===== src/rtl/apb_master_arb_if.sv =====
`default_nettype none
// +----------------------------------------------------------------------------+
// | apb_master_arb_if : requester-side and APB-side signal bundle for the      |
// |                     two-requester APB master.  Rev 1.0                     |
// +----------------------------------------------------------------------------+
interface apb_master_arb_if #(
  parameter int DATA_SIZE = 32,
  parameter int ADDR_SIZE = 6
);
  localparam int STRB_SIZE = DATA_SIZE / 8;

  logic                 req0_valid;
  logic                 req0_write;
  logic [ADDR_SIZE-1:0] req0_addr;
  logic [DATA_SIZE-1:0] req0_wdata;
  logic [STRB_SIZE-1:0] req0_strb;
  logic                 req0_ack;
  logic                 req0_done;
  logic [DATA_SIZE-1:0] req0_rdata;
  logic                 req0_err;

  logic                 req1_valid;
  logic                 req1_write;
  logic [ADDR_SIZE-1:0] req1_addr;
  logic [DATA_SIZE-1:0] req1_wdata;
  logic [STRB_SIZE-1:0] req1_strb;
  logic                 req1_ack;
  logic                 req1_done;
  logic [DATA_SIZE-1:0] req1_rdata;
  logic                 req1_err;

  logic [ADDR_SIZE-1:0] PADDR;
  logic                 PSEL;
  logic                 PENABLE;
  logic                 PWRITE;
  logic [DATA_SIZE-1:0] PWDATA;
  logic [STRB_SIZE-1:0] PSTROBE;
  logic                 PREADY;
  logic [DATA_SIZE-1:0] PRDATA;
  logic                 PSLVERR;

  // master: the arbitrating APB master; slave: requesters plus the APB slave
  modport master (
    input  req0_valid, req0_write, req0_addr, req0_wdata, req0_strb,
    output req0_ack, req0_done, req0_rdata, req0_err,
    input  req1_valid, req1_write, req1_addr, req1_wdata, req1_strb,
    output req1_ack, req1_done, req1_rdata, req1_err,
    output PADDR, PSEL, PENABLE, PWRITE, PWDATA, PSTROBE,
    input  PREADY, PRDATA, PSLVERR
  );

  modport slave (
    output req0_valid, req0_write, req0_addr, req0_wdata, req0_strb,
    input  req0_ack, req0_done, req0_rdata, req0_err,
    output req1_valid, req1_write, req1_addr, req1_wdata, req1_strb,
    input  req1_ack, req1_done, req1_rdata, req1_err,
    input  PADDR, PSEL, PENABLE, PWRITE, PWDATA, PSTROBE,
    output PREADY, PRDATA, PSLVERR
  );
endinterface

`default_nettype wire


===== src/rtl/apb_master_arb.sv =====
`default_nettype none
// +----------------------------------------------------------------------------+
// | apb_master_arb : round-robin two-requester APB master, one transfer at a   |
// |                  time. Optional ACCESS timeout under macro APB_TIMEOUT_EN. |
// | Rev 1.0                                                                    |
// +----------------------------------------------------------------------------+
module apb_master_arb #(
  parameter int DATA_SIZE      = 32,
  parameter int ADDR_SIZE      = 6,
  parameter int TIMEOUT_CYCLES = 16
) (
  input  wire logic        PCLK,
  input  wire logic        PRESET,
  apb_master_arb_if.master bus
);
  localparam int STRB_SIZE = DATA_SIZE / 8;

  typedef enum logic [1:0] {
    IDLE   = 2'd0,
    SETUP  = 2'd1,
    ACCESS = 2'd2
  } state_t;

  state_t               state_q, state_d;
  logic                 last_grant_q, last_grant_d;
  logic                 owner_q, owner_d;
  logic [ADDR_SIZE-1:0] paddr_q, paddr_d;
  logic                 pwrite_q, pwrite_d;
  logic [DATA_SIZE-1:0] pwdata_q, pwdata_d;
  logic [STRB_SIZE-1:0] pstrb_q, pstrb_d;
  logic                 psel_q, psel_d;
  logic                 penable_q, penable_d;
  logic                 done0_q, done0_d, done1_q, done1_d;
  logic [DATA_SIZE-1:0] rdata0_q, rdata0_d, rdata1_q, rdata1_d;
  logic                 err0_q, err0_d, err1_q, err1_d;

  logic                 grant_valid, grant_id;
  logic                 ack0, ack1;
  logic                 finish;
  logic [DATA_SIZE-1:0] cap_rdata;
  logic                 cap_err;
  logic                 tmo_hit;

`ifdef APB_TIMEOUT_EN
  localparam int CNT_W = $clog2(TIMEOUT_CYCLES + 1);
  logic [CNT_W-1:0] tmo_cnt_q, tmo_cnt_d;

  always_comb begin
    tmo_cnt_d = tmo_cnt_q;
    tmo_hit   = 1'b0;
    if (state_q == SETUP) begin
      tmo_cnt_d = '0;
    end else if (state_q == ACCESS && !bus.PREADY) begin
      tmo_cnt_d = tmo_cnt_q + 1'b1;
      tmo_hit   = (tmo_cnt_d == CNT_W'(TIMEOUT_CYCLES));
    end
  end

  always_ff @(posedge PCLK or posedge PRESET) begin
    if (PRESET) tmo_cnt_q <= '0;
    else        tmo_cnt_q <= tmo_cnt_d;
  end
`else
  logic unused_timeout;
  assign tmo_hit        = 1'b0;
  assign unused_timeout = (TIMEOUT_CYCLES != 0);
`endif

  // Tie goes to the requester that did not win last time
  always_comb begin
    grant_valid = bus.req0_valid | bus.req1_valid;
    if (bus.req0_valid && bus.req1_valid) grant_id = ~last_grant_q;
    else                                  grant_id = bus.req1_valid;
  end

  // A timeout ends the transfer with err=1 and zero read data; PREADY on that cycle wins
  always_comb begin
    finish    = bus.PREADY | tmo_hit;
    cap_rdata = bus.PREADY ? bus.PRDATA : '0;
    cap_err   = bus.PREADY ? bus.PSLVERR : 1'b1;
  end

  always_comb begin
    state_d      = state_q;
    last_grant_d = last_grant_q;
    owner_d      = owner_q;
    paddr_d      = paddr_q;
    pwrite_d     = pwrite_q;
    pwdata_d     = pwdata_q;
    pstrb_d      = pstrb_q;
    psel_d       = psel_q;
    penable_d    = penable_q;
    done0_d      = 1'b0;
    done1_d      = 1'b0;
    rdata0_d     = rdata0_q;
    rdata1_d     = rdata1_q;
    err0_d       = err0_q;
    err1_d       = err1_q;
    ack0         = 1'b0;
    ack1         = 1'b0;
    case (state_q)
      IDLE: begin
        if (grant_valid) begin
          ack0         = ~grant_id;
          ack1         = grant_id;
          owner_d      = grant_id;
          last_grant_d = grant_id;
          pwrite_d     = grant_id ? bus.req1_write : bus.req0_write;
          paddr_d      = grant_id ? bus.req1_addr  : bus.req0_addr;
          pwdata_d     = grant_id ? bus.req1_wdata : bus.req0_wdata;
          pstrb_d      = grant_id ? bus.req1_strb  : bus.req0_strb;
          psel_d       = 1'b1;
          state_d      = SETUP;
        end
      end
      SETUP: begin
        penable_d = 1'b1;
        state_d   = ACCESS;
      end
      ACCESS: begin
        if (finish) begin
          psel_d    = 1'b0;
          penable_d = 1'b0;
          state_d   = IDLE;
          if (owner_q) begin
            done1_d = 1'b1;
            err1_d  = cap_err;
            if (!pwrite_q) rdata1_d = cap_rdata;
          end else begin
            done0_d = 1'b1;
            err0_d  = cap_err;
            if (!pwrite_q) rdata0_d = cap_rdata;
          end
        end
      end
      default: state_d = IDLE;
    endcase
  end

  always_ff @(posedge PCLK or posedge PRESET) begin
    if (PRESET) begin
      state_q      <= IDLE;
      last_grant_q <= 1'b1;
      owner_q      <= 1'b0;
      paddr_q      <= '0;
      pwrite_q     <= 1'b0;
      pwdata_q     <= '0;
      pstrb_q      <= '0;
      psel_q       <= 1'b0;
      penable_q    <= 1'b0;
      done0_q      <= 1'b0;
      done1_q      <= 1'b0;
      rdata0_q     <= '0;
      rdata1_q     <= '0;
      err0_q       <= 1'b0;
      err1_q       <= 1'b0;
    end else begin
      state_q      <= state_d;
      last_grant_q <= last_grant_d;
      owner_q      <= owner_d;
      paddr_q      <= paddr_d;
      pwrite_q     <= pwrite_d;
      pwdata_q     <= pwdata_d;
      pstrb_q      <= pstrb_d;
      psel_q       <= psel_d;
      penable_q    <= penable_d;
      done0_q      <= done0_d;
      done1_q      <= done1_d;
      rdata0_q     <= rdata0_d;
      rdata1_q     <= rdata1_d;
      err0_q       <= err0_d;
      err1_q       <= err1_d;
    end
  end

  assign bus.req0_ack   = ack0;
  assign bus.req1_ack   = ack1;
  assign bus.req0_done  = done0_q;
  assign bus.req1_done  = done1_q;
  assign bus.req0_rdata = rdata0_q;
  assign bus.req1_rdata = rdata1_q;
  assign bus.req0_err   = err0_q;
  assign bus.req1_err   = err1_q;
  assign bus.PADDR      = paddr_q;
  assign bus.PSEL       = psel_q;
  assign bus.PENABLE    = penable_q;
  assign bus.PWRITE     = pwrite_q;
  assign bus.PWDATA     = pwdata_q;
  assign bus.PSTROBE    = pstrb_q;
endmodule

`default_nettype wire

===== src/flat_wrapper.sv =====
// flat-port wrapper written by rule: the top's interface ports become plain ports
module apb_master_arb_flat 
#(
  parameter int DATA_SIZE      = 32,
  parameter int ADDR_SIZE      = 6,
  parameter int TIMEOUT_CYCLES = 16
)
  (PCLK, PRESET, bus_req0_valid, bus_req0_write, bus_req0_addr, bus_req0_wdata, bus_req0_strb, bus_req0_ack, bus_req0_done, bus_req0_rdata, bus_req0_err, bus_req1_valid, bus_req1_write, bus_req1_addr, bus_req1_wdata, bus_req1_strb, bus_req1_ack, bus_req1_done, bus_req1_rdata, bus_req1_err, bus_PADDR, bus_PSEL, bus_PENABLE, bus_PWRITE, bus_PWDATA, bus_PSTROBE, bus_PREADY, bus_PRDATA, bus_PSLVERR);
  apb_master_arb_if #(.DATA_SIZE(DATA_SIZE), .ADDR_SIZE(ADDR_SIZE)) bus_i ();
  input  wire logic PCLK;
  input  wire logic PRESET;
  input wire logic [$bits(bus_i.req0_valid)-1:0] bus_req0_valid;
  input wire logic [$bits(bus_i.req0_write)-1:0] bus_req0_write;
  input wire logic [$bits(bus_i.req0_addr)-1:0] bus_req0_addr;
  input wire logic [$bits(bus_i.req0_wdata)-1:0] bus_req0_wdata;
  input wire logic [$bits(bus_i.req0_strb)-1:0] bus_req0_strb;
  output wire logic [$bits(bus_i.req0_ack)-1:0] bus_req0_ack;
  output wire logic [$bits(bus_i.req0_done)-1:0] bus_req0_done;
  output wire logic [$bits(bus_i.req0_rdata)-1:0] bus_req0_rdata;
  output wire logic [$bits(bus_i.req0_err)-1:0] bus_req0_err;
  input wire logic [$bits(bus_i.req1_valid)-1:0] bus_req1_valid;
  input wire logic [$bits(bus_i.req1_write)-1:0] bus_req1_write;
  input wire logic [$bits(bus_i.req1_addr)-1:0] bus_req1_addr;
  input wire logic [$bits(bus_i.req1_wdata)-1:0] bus_req1_wdata;
  input wire logic [$bits(bus_i.req1_strb)-1:0] bus_req1_strb;
  output wire logic [$bits(bus_i.req1_ack)-1:0] bus_req1_ack;
  output wire logic [$bits(bus_i.req1_done)-1:0] bus_req1_done;
  output wire logic [$bits(bus_i.req1_rdata)-1:0] bus_req1_rdata;
  output wire logic [$bits(bus_i.req1_err)-1:0] bus_req1_err;
  output wire logic [$bits(bus_i.PADDR)-1:0] bus_PADDR;
  output wire logic [$bits(bus_i.PSEL)-1:0] bus_PSEL;
  output wire logic [$bits(bus_i.PENABLE)-1:0] bus_PENABLE;
  output wire logic [$bits(bus_i.PWRITE)-1:0] bus_PWRITE;
  output wire logic [$bits(bus_i.PWDATA)-1:0] bus_PWDATA;
  output wire logic [$bits(bus_i.PSTROBE)-1:0] bus_PSTROBE;
  input wire logic [$bits(bus_i.PREADY)-1:0] bus_PREADY;
  input wire logic [$bits(bus_i.PRDATA)-1:0] bus_PRDATA;
  input wire logic [$bits(bus_i.PSLVERR)-1:0] bus_PSLVERR;
  assign bus_i.req0_valid = bus_req0_valid;
  assign bus_i.req0_write = bus_req0_write;
  assign bus_i.req0_addr = bus_req0_addr;
  assign bus_i.req0_wdata = bus_req0_wdata;
  assign bus_i.req0_strb = bus_req0_strb;
  assign bus_req0_ack = bus_i.req0_ack;
  assign bus_req0_done = bus_i.req0_done;
  assign bus_req0_rdata = bus_i.req0_rdata;
  assign bus_req0_err = bus_i.req0_err;
  assign bus_i.req1_valid = bus_req1_valid;
  assign bus_i.req1_write = bus_req1_write;
  assign bus_i.req1_addr = bus_req1_addr;
  assign bus_i.req1_wdata = bus_req1_wdata;
  assign bus_i.req1_strb = bus_req1_strb;
  assign bus_req1_ack = bus_i.req1_ack;
  assign bus_req1_done = bus_i.req1_done;
  assign bus_req1_rdata = bus_i.req1_rdata;
  assign bus_req1_err = bus_i.req1_err;
  assign bus_PADDR = bus_i.PADDR;
  assign bus_PSEL = bus_i.PSEL;
  assign bus_PENABLE = bus_i.PENABLE;
  assign bus_PWRITE = bus_i.PWRITE;
  assign bus_PWDATA = bus_i.PWDATA;
  assign bus_PSTROBE = bus_i.PSTROBE;
  assign bus_i.PREADY = bus_PREADY;
  assign bus_i.PRDATA = bus_PRDATA;
  assign bus_i.PSLVERR = bus_PSLVERR;
  apb_master_arb #(.DATA_SIZE(DATA_SIZE), .ADDR_SIZE(ADDR_SIZE), .TIMEOUT_CYCLES(TIMEOUT_CYCLES)) u_core (.PCLK(PCLK), .PRESET(PRESET), .bus(bus_i));
endmodule

===== config.mk =====
export PLATFORM = sky130hd
export DESIGN_NAME = apb_master_arb_flat
export DESIGN_NICKNAME = d
export VERILOG_FILES = /design/src/rtl/apb_master_arb_if.sv /design/src/rtl/apb_master_arb.sv /design/src/flat_wrapper.sv
export SDC_FILE = /design/constraint.sdc
export NUM_CORES = 1
export LEC_CHECK = 0
export ABC_AREA = 1
export ABC_CLOCK_PERIOD_IN_PS = 5170
export CORE_MARGIN = 3
export CORE_UTILIZATION = 36
export DETAILED_ROUTE_END_ITERATION = 10
export PLACE_DENSITY_LB_ADDON = 0.15
export SYNTH_ARGS = -nofsm -noshare
export SYNTH_HDL_FRONTEND = slang
export SYNTH_SLANG_ARGS = --single-unit

===== constraint.sdc =====
create_clock -name PCLK -period 5.17 [get_ports PCLK]
set_input_delay 1.034 -clock PCLK [delete_from_list [all_inputs] [get_ports PCLK]]
set_output_delay 1.034 -clock PCLK [all_outputs]
set_load 0.1 [all_outputs]

==> results.ini, run 1 <==
[route]
first_pass_iters=5
vias=4984
routedWlPerCell_um=14.6
drc=0
ant_nets=0
initialDrtViolationCount=309
viasPerCell=4.66
wl_um=15600

[clock_network]
clkLatencyLatePin_ns=0.40
clock-root-buffer=clkbuf_16
clock_path_buffers=2
cts.sinks=117
tritoncts=yes
h-tree-depth=4
clk_pin_slew_worst_paths_ns=0.06
cts_resized=0
post_cts_buffers=0
cts_made_buffers=17
hold_buffers=0

[placed_design]
io_buffer_count=238
post-dp-hpwl_um=11100
gp_congestion=0.835

[die]
die_x_um=126
fp.coreArea_um2=14000
io_pins=239
die_y_um=126
dieArea_um2=15900
rows=43
start_util_pct=37.1

[sta]
worst_pin_slew_ns=1.27
fmax_mhz=266
min_period_over_period_pct=72.6
rsz0062_at_grt=no
setup_tns_ns=0
finalClockSkew_ns=0.00932
finalHoldViolations=0
max_slew_margin_pct=14.8
finalSetupViolations=0
period_needed_ns=3.75
drv_slew=0

[synth]
synth_area_leaders=dfrtp_1 56%, nand2_1 27%, nand3_1 7.5%
ys_types=18
synth_top_area_share_pct=55.9
syn_nets=772
synth_seq_area_share_pct=56.4
yosys.area.top_type=dfrtp_1
postSynthCellCount=648
netlist_area_um2=5190
synth_seq_cells=117
ys_warn_count=0
avgSynthCellArea_um2=8.01

[critical_path]
crit_top_cell=nand2_2
cpMaxStageDelayCell=nand2_2
worstSetupEndpointType=output pin
crit_required_ns=4.14
critPathLaunch=bus_req0_valid
startpoint_type=input pin
rr_startpoint=u_core.state_q[0]
slowest_delay_ns=0.64
crit_type=in2out
cp.arrival_ns=2.72
path_buf_inv=2
crit_chain=clkdlybuf4s50_1, nand2_2, nand2_2, nor2_1, buf_12
cp_max_fo=45
cpLargestDelayFamily=simple AND/OR/NAND/NOR gates

[cells_and_area]
drive_above_1_share_pct=6.30
nets=1000
syn_to_final_growth_pct=59.5
n_antenna_cell=0

[grt]
grt_usage_pct=20.0
antenna_found_initial=0
grt_pass1_wl_um=25400
grt-ovfl-total=0
grt_max_degree=47
grt_pass1_vias=4912

[run]
maxCapViolations=0

[hold_path]
min_from=u_core.bus.req0_rdata[10]
hp-class=reg2reg

[status]
status=complete, no violations

cell usage in the layout, fill, tap and decap left out, types with 2 or more instances in the layout:
cell type	netlist	routed
clkdlybuf4s50_1	0	235
dfrtp_1	116	116
inv_4	1	2
nand2_1	370	370
nor2_2	0	2
nand3_1	78	78
nor2_4	2	2
clkinv_4	0	2
inv_1	20	19
clkbuf_8	0	2
nand3b_1	10	10
clkinv_2	0	4
buf_4	6	8
clkinvlp_4	0	3
bufinv_16	0	4
o21ai_0	4	4
clkbuf_16	0	17
nand2_2	4	4
routing by layer:
layer  global-route usage, %  share of wire [%]
met1                    24.5                 42
met2                    32.6                 48
met3                    7.89                9.2
met4                    6.06               0.99
met5                       0                  0
flip-flops by register name (all words and copies together), names as in the netlist:
register and flops:
u_core.bus.PWDATA 32, u_core.bus.req0_rdata 32, u_core.bus.req1_rdata 32, u_core.bus.PADDR 6
u_core.bus.PSTROBE 4, u_core.state_q 2, u_core.bus.PENABLE 1, u_core.bus.PSEL 1
u_core.bus.PWRITE 1, u_core.bus.req0_done 1, u_core.bus.req0_err 1, u_core.bus.req1_done 1
u_core.bus.req1_err 1, u_core.last_grant_q 1, u_core.owner_q 1
area by class of cell:
class / count / area [um2]
clock buffer: 19 / 453
inverter: 22 / 87.6
timing repair buffer: 245 / 2440
multi-input combinational: 473 / 1970
tap: 180 / 225
fill: 1276 / 5710
sequential: 117 / 2930
clock inverter: 13 / 180
through the flow:
stage | util (%) | setup WS [ns] | area [um2] | hold slack, ns | std cells
after CTS | 59.2 | 1.38 | 8280 | 0.472 | 1069
after floorplan | - | 1.04 | 5190 | 0.449 | 648
after global placement | 54.7 | 1.43 | 7650 | 0.453 | 1037
final | 59.2 | 1.42 | 8280 | 0.470 | 1069
after detailed placement | 54.7 | 1.38 | 7650 | 0.460 | 1037
after global routing | 59.2 | 1.25 | 8280 | 0.489 | 1069
cells in the mapped netlist (all sizes together):
| cell | number |
|---|---|
| nand2 | 374 |
| a21oi | 1 |
| clkbuf | 4 |
| nand3b | 10 |
| inv | 22 |
| o21ai | 4 |
| dfstp | 1 |
| dfrtp | 116 |
| nor2 | 6 |
| nand3 | 78 |
| buf | 32 |
worst reg2reg max path, cell delays in order (launching register included):
cell and delay, ns:
dfrtp_1 0.38, inv_2 0.07, nand2_2 0.09, nor2_4 0.61
nand2_2 0.60, nand2_1 0.19, nand2_1 0.09
logic make-up after synthesis:
group	Yosys count	synth area share (%)
AOI/OAI and AO/OA	5	0.554
buffers and inverters	58	5.78
DFF	117	56.4
and+or+nand+nor	468	37.2
final timing paths:
path | depth (start not counted) | slack, ns | to
setup reg to reg | 6 | 3.03 | u_core.bus.req0_rdata[25]
setup / recovery | 5 | 1.42 | bus_req1_ack
hold / removal | 2 | 0.47 | u_core.bus.req0_rdata[10]
max in group asynchronous | 3 | 3.25 | u_core.bus.req0_rdata[6]
hold reg to reg | 2 | 0.47 | u_core.bus.req0_rdata[10]
min in group asynchronous | 2 | 0.99 | u_core.bus.req1_rdata[29]
Power of run 1 is left out: the tool's default activity adds up to more than one toggle a clock period on the data nets, which glitch-free logic cannot reach.
==> run 2: changes to the inputs <==
--- a/config.mk
+++ b/config.mk
@@ -6,7 +6,7 @@
 export NUM_CORES = 1
 export LEC_CHECK = 0
 export ABC_AREA = 1
-export ABC_CLOCK_PERIOD_IN_PS = 5170
+export ABC_CLOCK_PERIOD_IN_PS = 3700
 export CORE_MARGIN = 3
 export CORE_UTILIZATION = 36
 export DETAILED_ROUTE_END_ITERATION = 10
==> constraint.sdc (replaced) <==
create_clock -name PCLK -period 3.7 [get_ports PCLK]
set_input_delay 0.74 -clock PCLK [delete_from_list [all_inputs] [get_ports PCLK]]
set_output_delay 0.74 -clock PCLK [all_outputs]
set_load 0.1 [all_outputs]
==> run 2 against run 1 <==
  * Core utilization is 0.39 points higher
  * Global-route usage rose by 0.70 points
  * Via count is 1.5% higher
  * Critical endpoint unchanged
  * Die area stayed put
  * Routed wire length increased by 2.7%
  * Sequential share of layout area decreased by 0.23 points
  * First-iteration DRC count fell by 0.32%
  * Sequential cell count did not move
  * Clock-buffer cell count grew 4
  * Highest routed layer unchanged
==> results.ini, run 2 (synthesis gave the netlist of run 1 again) <==
[placed_design]
gp_congestion=0.806  ; -3.6%
io_buffer_count=238  ; unchanged
post-place-ws_ns=0.881  ; -0.503 ns
post-dp-hpwl_um=11500  ; +3.3%

[sta]
drv_slew=0  ; unchanged
finalHoldViolations=0  ; unchanged
finalClockSkew_ns=0.00922  ; -0.0000994 ns
period_needed_ns=2.81
max_slew_margin_pct=29.8  ; +15 points
setup_tns_ns=0  ; unchanged
finalSetupViolations=0  ; unchanged
worst_pin_slew_ns=1.05  ; -0.224 ns
fmax_mhz=356
rsz0062_at_grt=no
final.setup.worst_slack_ns=0.889  ; -0.527 ns
min_period_over_period_pct=76.0

[critical_path]
reg2reg_to=u_core.bus.req0_rdata[8]
slowest_delay_ns=0.47  ; -0.17 ns
startpoint_type=input pin
cp.arrival_ns=2.07  ; -0.65 ns
cpMaxStageDelayCell=clkdlybuf4s50_1
cpLargestDelayFamily=buffers and inverters
path_buf_inv=2  ; unchanged
rr_startpoint=u_core.owner_q
critPathLaunch=bus_req0_valid
worstSetupEndpointType=output pin
r2r_slack_ns=1.90  ; -1.13 ns
cp_max_fo=15  ; -67%
crit_required_ns=2.96  ; -1.18 ns
endpoint=bus_req1_ack
crit_cells=5  ; unchanged
crit_top_cell=nand2_2
crit_chain=clkdlybuf4s50_1, nand2_2, nand2_2, nor2_1, buf_12
reg2reg_depth=5  ; -1
crit_type=in2out

[cells_and_area]
syn_to_final_growth_pct=60.5
n_fill_cell=1257  ; -1.5%
n_antenna_cell=0  ; unchanged
nets=1005  ; +0.50%
drive_above_1_share_pct=6.60  ; +0.30 points
layout_commonest_cell=nand2_1
final_cell_mix=370 x nand2_1, 234 x clkdlybuf4s50_1, 116 x dfrtp_1

[route]
first_pass_iters=4  ; -1
drc=0  ; unchanged
initialDrtViolationCount=308  ; -0.32%
vias=5061  ; +1.5%
ant_nets=0  ; unchanged
viasPerCell=4.71  ; +1.1%
routedWlPerCell_um=14.9  ; +2.2%
wl_um=16000  ; +2.7%

[die]
die_x_um=126  ; unchanged
start_util_pct=37.1  ; unchanged
dieArea_um2=15900  ; unchanged
rows=43  ; unchanged
io_pins=239  ; unchanged
fp.coreArea_um2=14000  ; unchanged
die_y_um=126  ; unchanged

[clock_network]
clock-root-buffer=clkbuf_16
cts_made_buffers=17  ; unchanged
clock_path_buffers=2  ; unchanged
clkLatencyLatePin_ns=0.41  ; about the same
clk_pin_slew_worst_paths_ns=0.05  ; about the same
hold_buffers=0  ; unchanged
h-tree-depth=4  ; unchanged
tritoncts=yes
cts_resized=0  ; unchanged
cts.sinks=117  ; unchanged
post_cts_buffers=0  ; unchanged

[grt]
grt_usage_pct=20.7  ; +0.70 points
grt_pass1_vias=5138  ; +4.6%
grt_max_degree=51  ; +8.5%
antenna_found_initial=0  ; unchanged
grt_pass1_wl_um=26200  ; +2.9%
grt-ovfl-total=0  ; unchanged

[status]
status=complete, no violations

[hold_path]
hp-class=reg2reg

[run]
maxCapViolations=0  ; unchanged

run 2: metrics by stage:
step / utilization [%] / std cells / hold slack, ns / cell area [um2]
CTS: 59.6 / 1074 / 0.470 / 8330
detailed placement: 55.1 / 1042 / 0.457 / 7710
floorplan: - / 648 / 0.449 / 5190
finish: 59.6 / 1074 / 0.466 / 8330
global route: 59.6 / 1074 / 0.483 / 8330
global placement: 55.1 / 1042 / 0.453 / 7710
run 2: worst min-delay path, stage by stage, from the launching register on:
cell     delay (ns)
dfrtp_1        0.34
nand2_1        0.05
nand2_1        0.05
run 2: worst min path at each step:
stage,from,to,slack (ns),depth (start not counted)
floorplan,u_core.last_grant_q,u_core.last_grant_q,0.45,2
global placement,u_core.bus.req1_rdata[30],u_core.bus.req1_rdata[30],0.45,2
detailed placement,u_core.bus.req1_rdata[26],u_core.bus.req1_rdata[26],0.46,2
CTS,u_core.bus.req1_rdata[26],u_core.bus.req1_rdata[26],0.47,2
global route,u_core.bus.req1_rdata[10],u_core.bus.req1_rdata[10],0.48,2
finish,u_core.bus.req1_rdata[21],u_core.bus.req1_rdata[21],0.47,2
run 2: metal layers:
layer | wire, um | track usage, % | vias to the layer above
li1 | - | - | 2475
met1 | 6650 | 24.7 | 2358
met2 | 7660 | 34.8 | 203
met3 | 1380 | 7.34 | 25
met4 | 331 | 7.00 | 0
met5 | 0 | 0 | -
run 2: cell type report:
class,instances,area (um2),area share (%)
sequential,117,2930,35.1
timing repair buffer,250,2500,30.0
multi-input combinational,473,1970,23.6
clock buffer,23,478,5.73
tap,180,225,2.70
clock inverter,9,149,1.79
inverter,22,88.8,1.07
Power of run 2 is left out for the same reason.
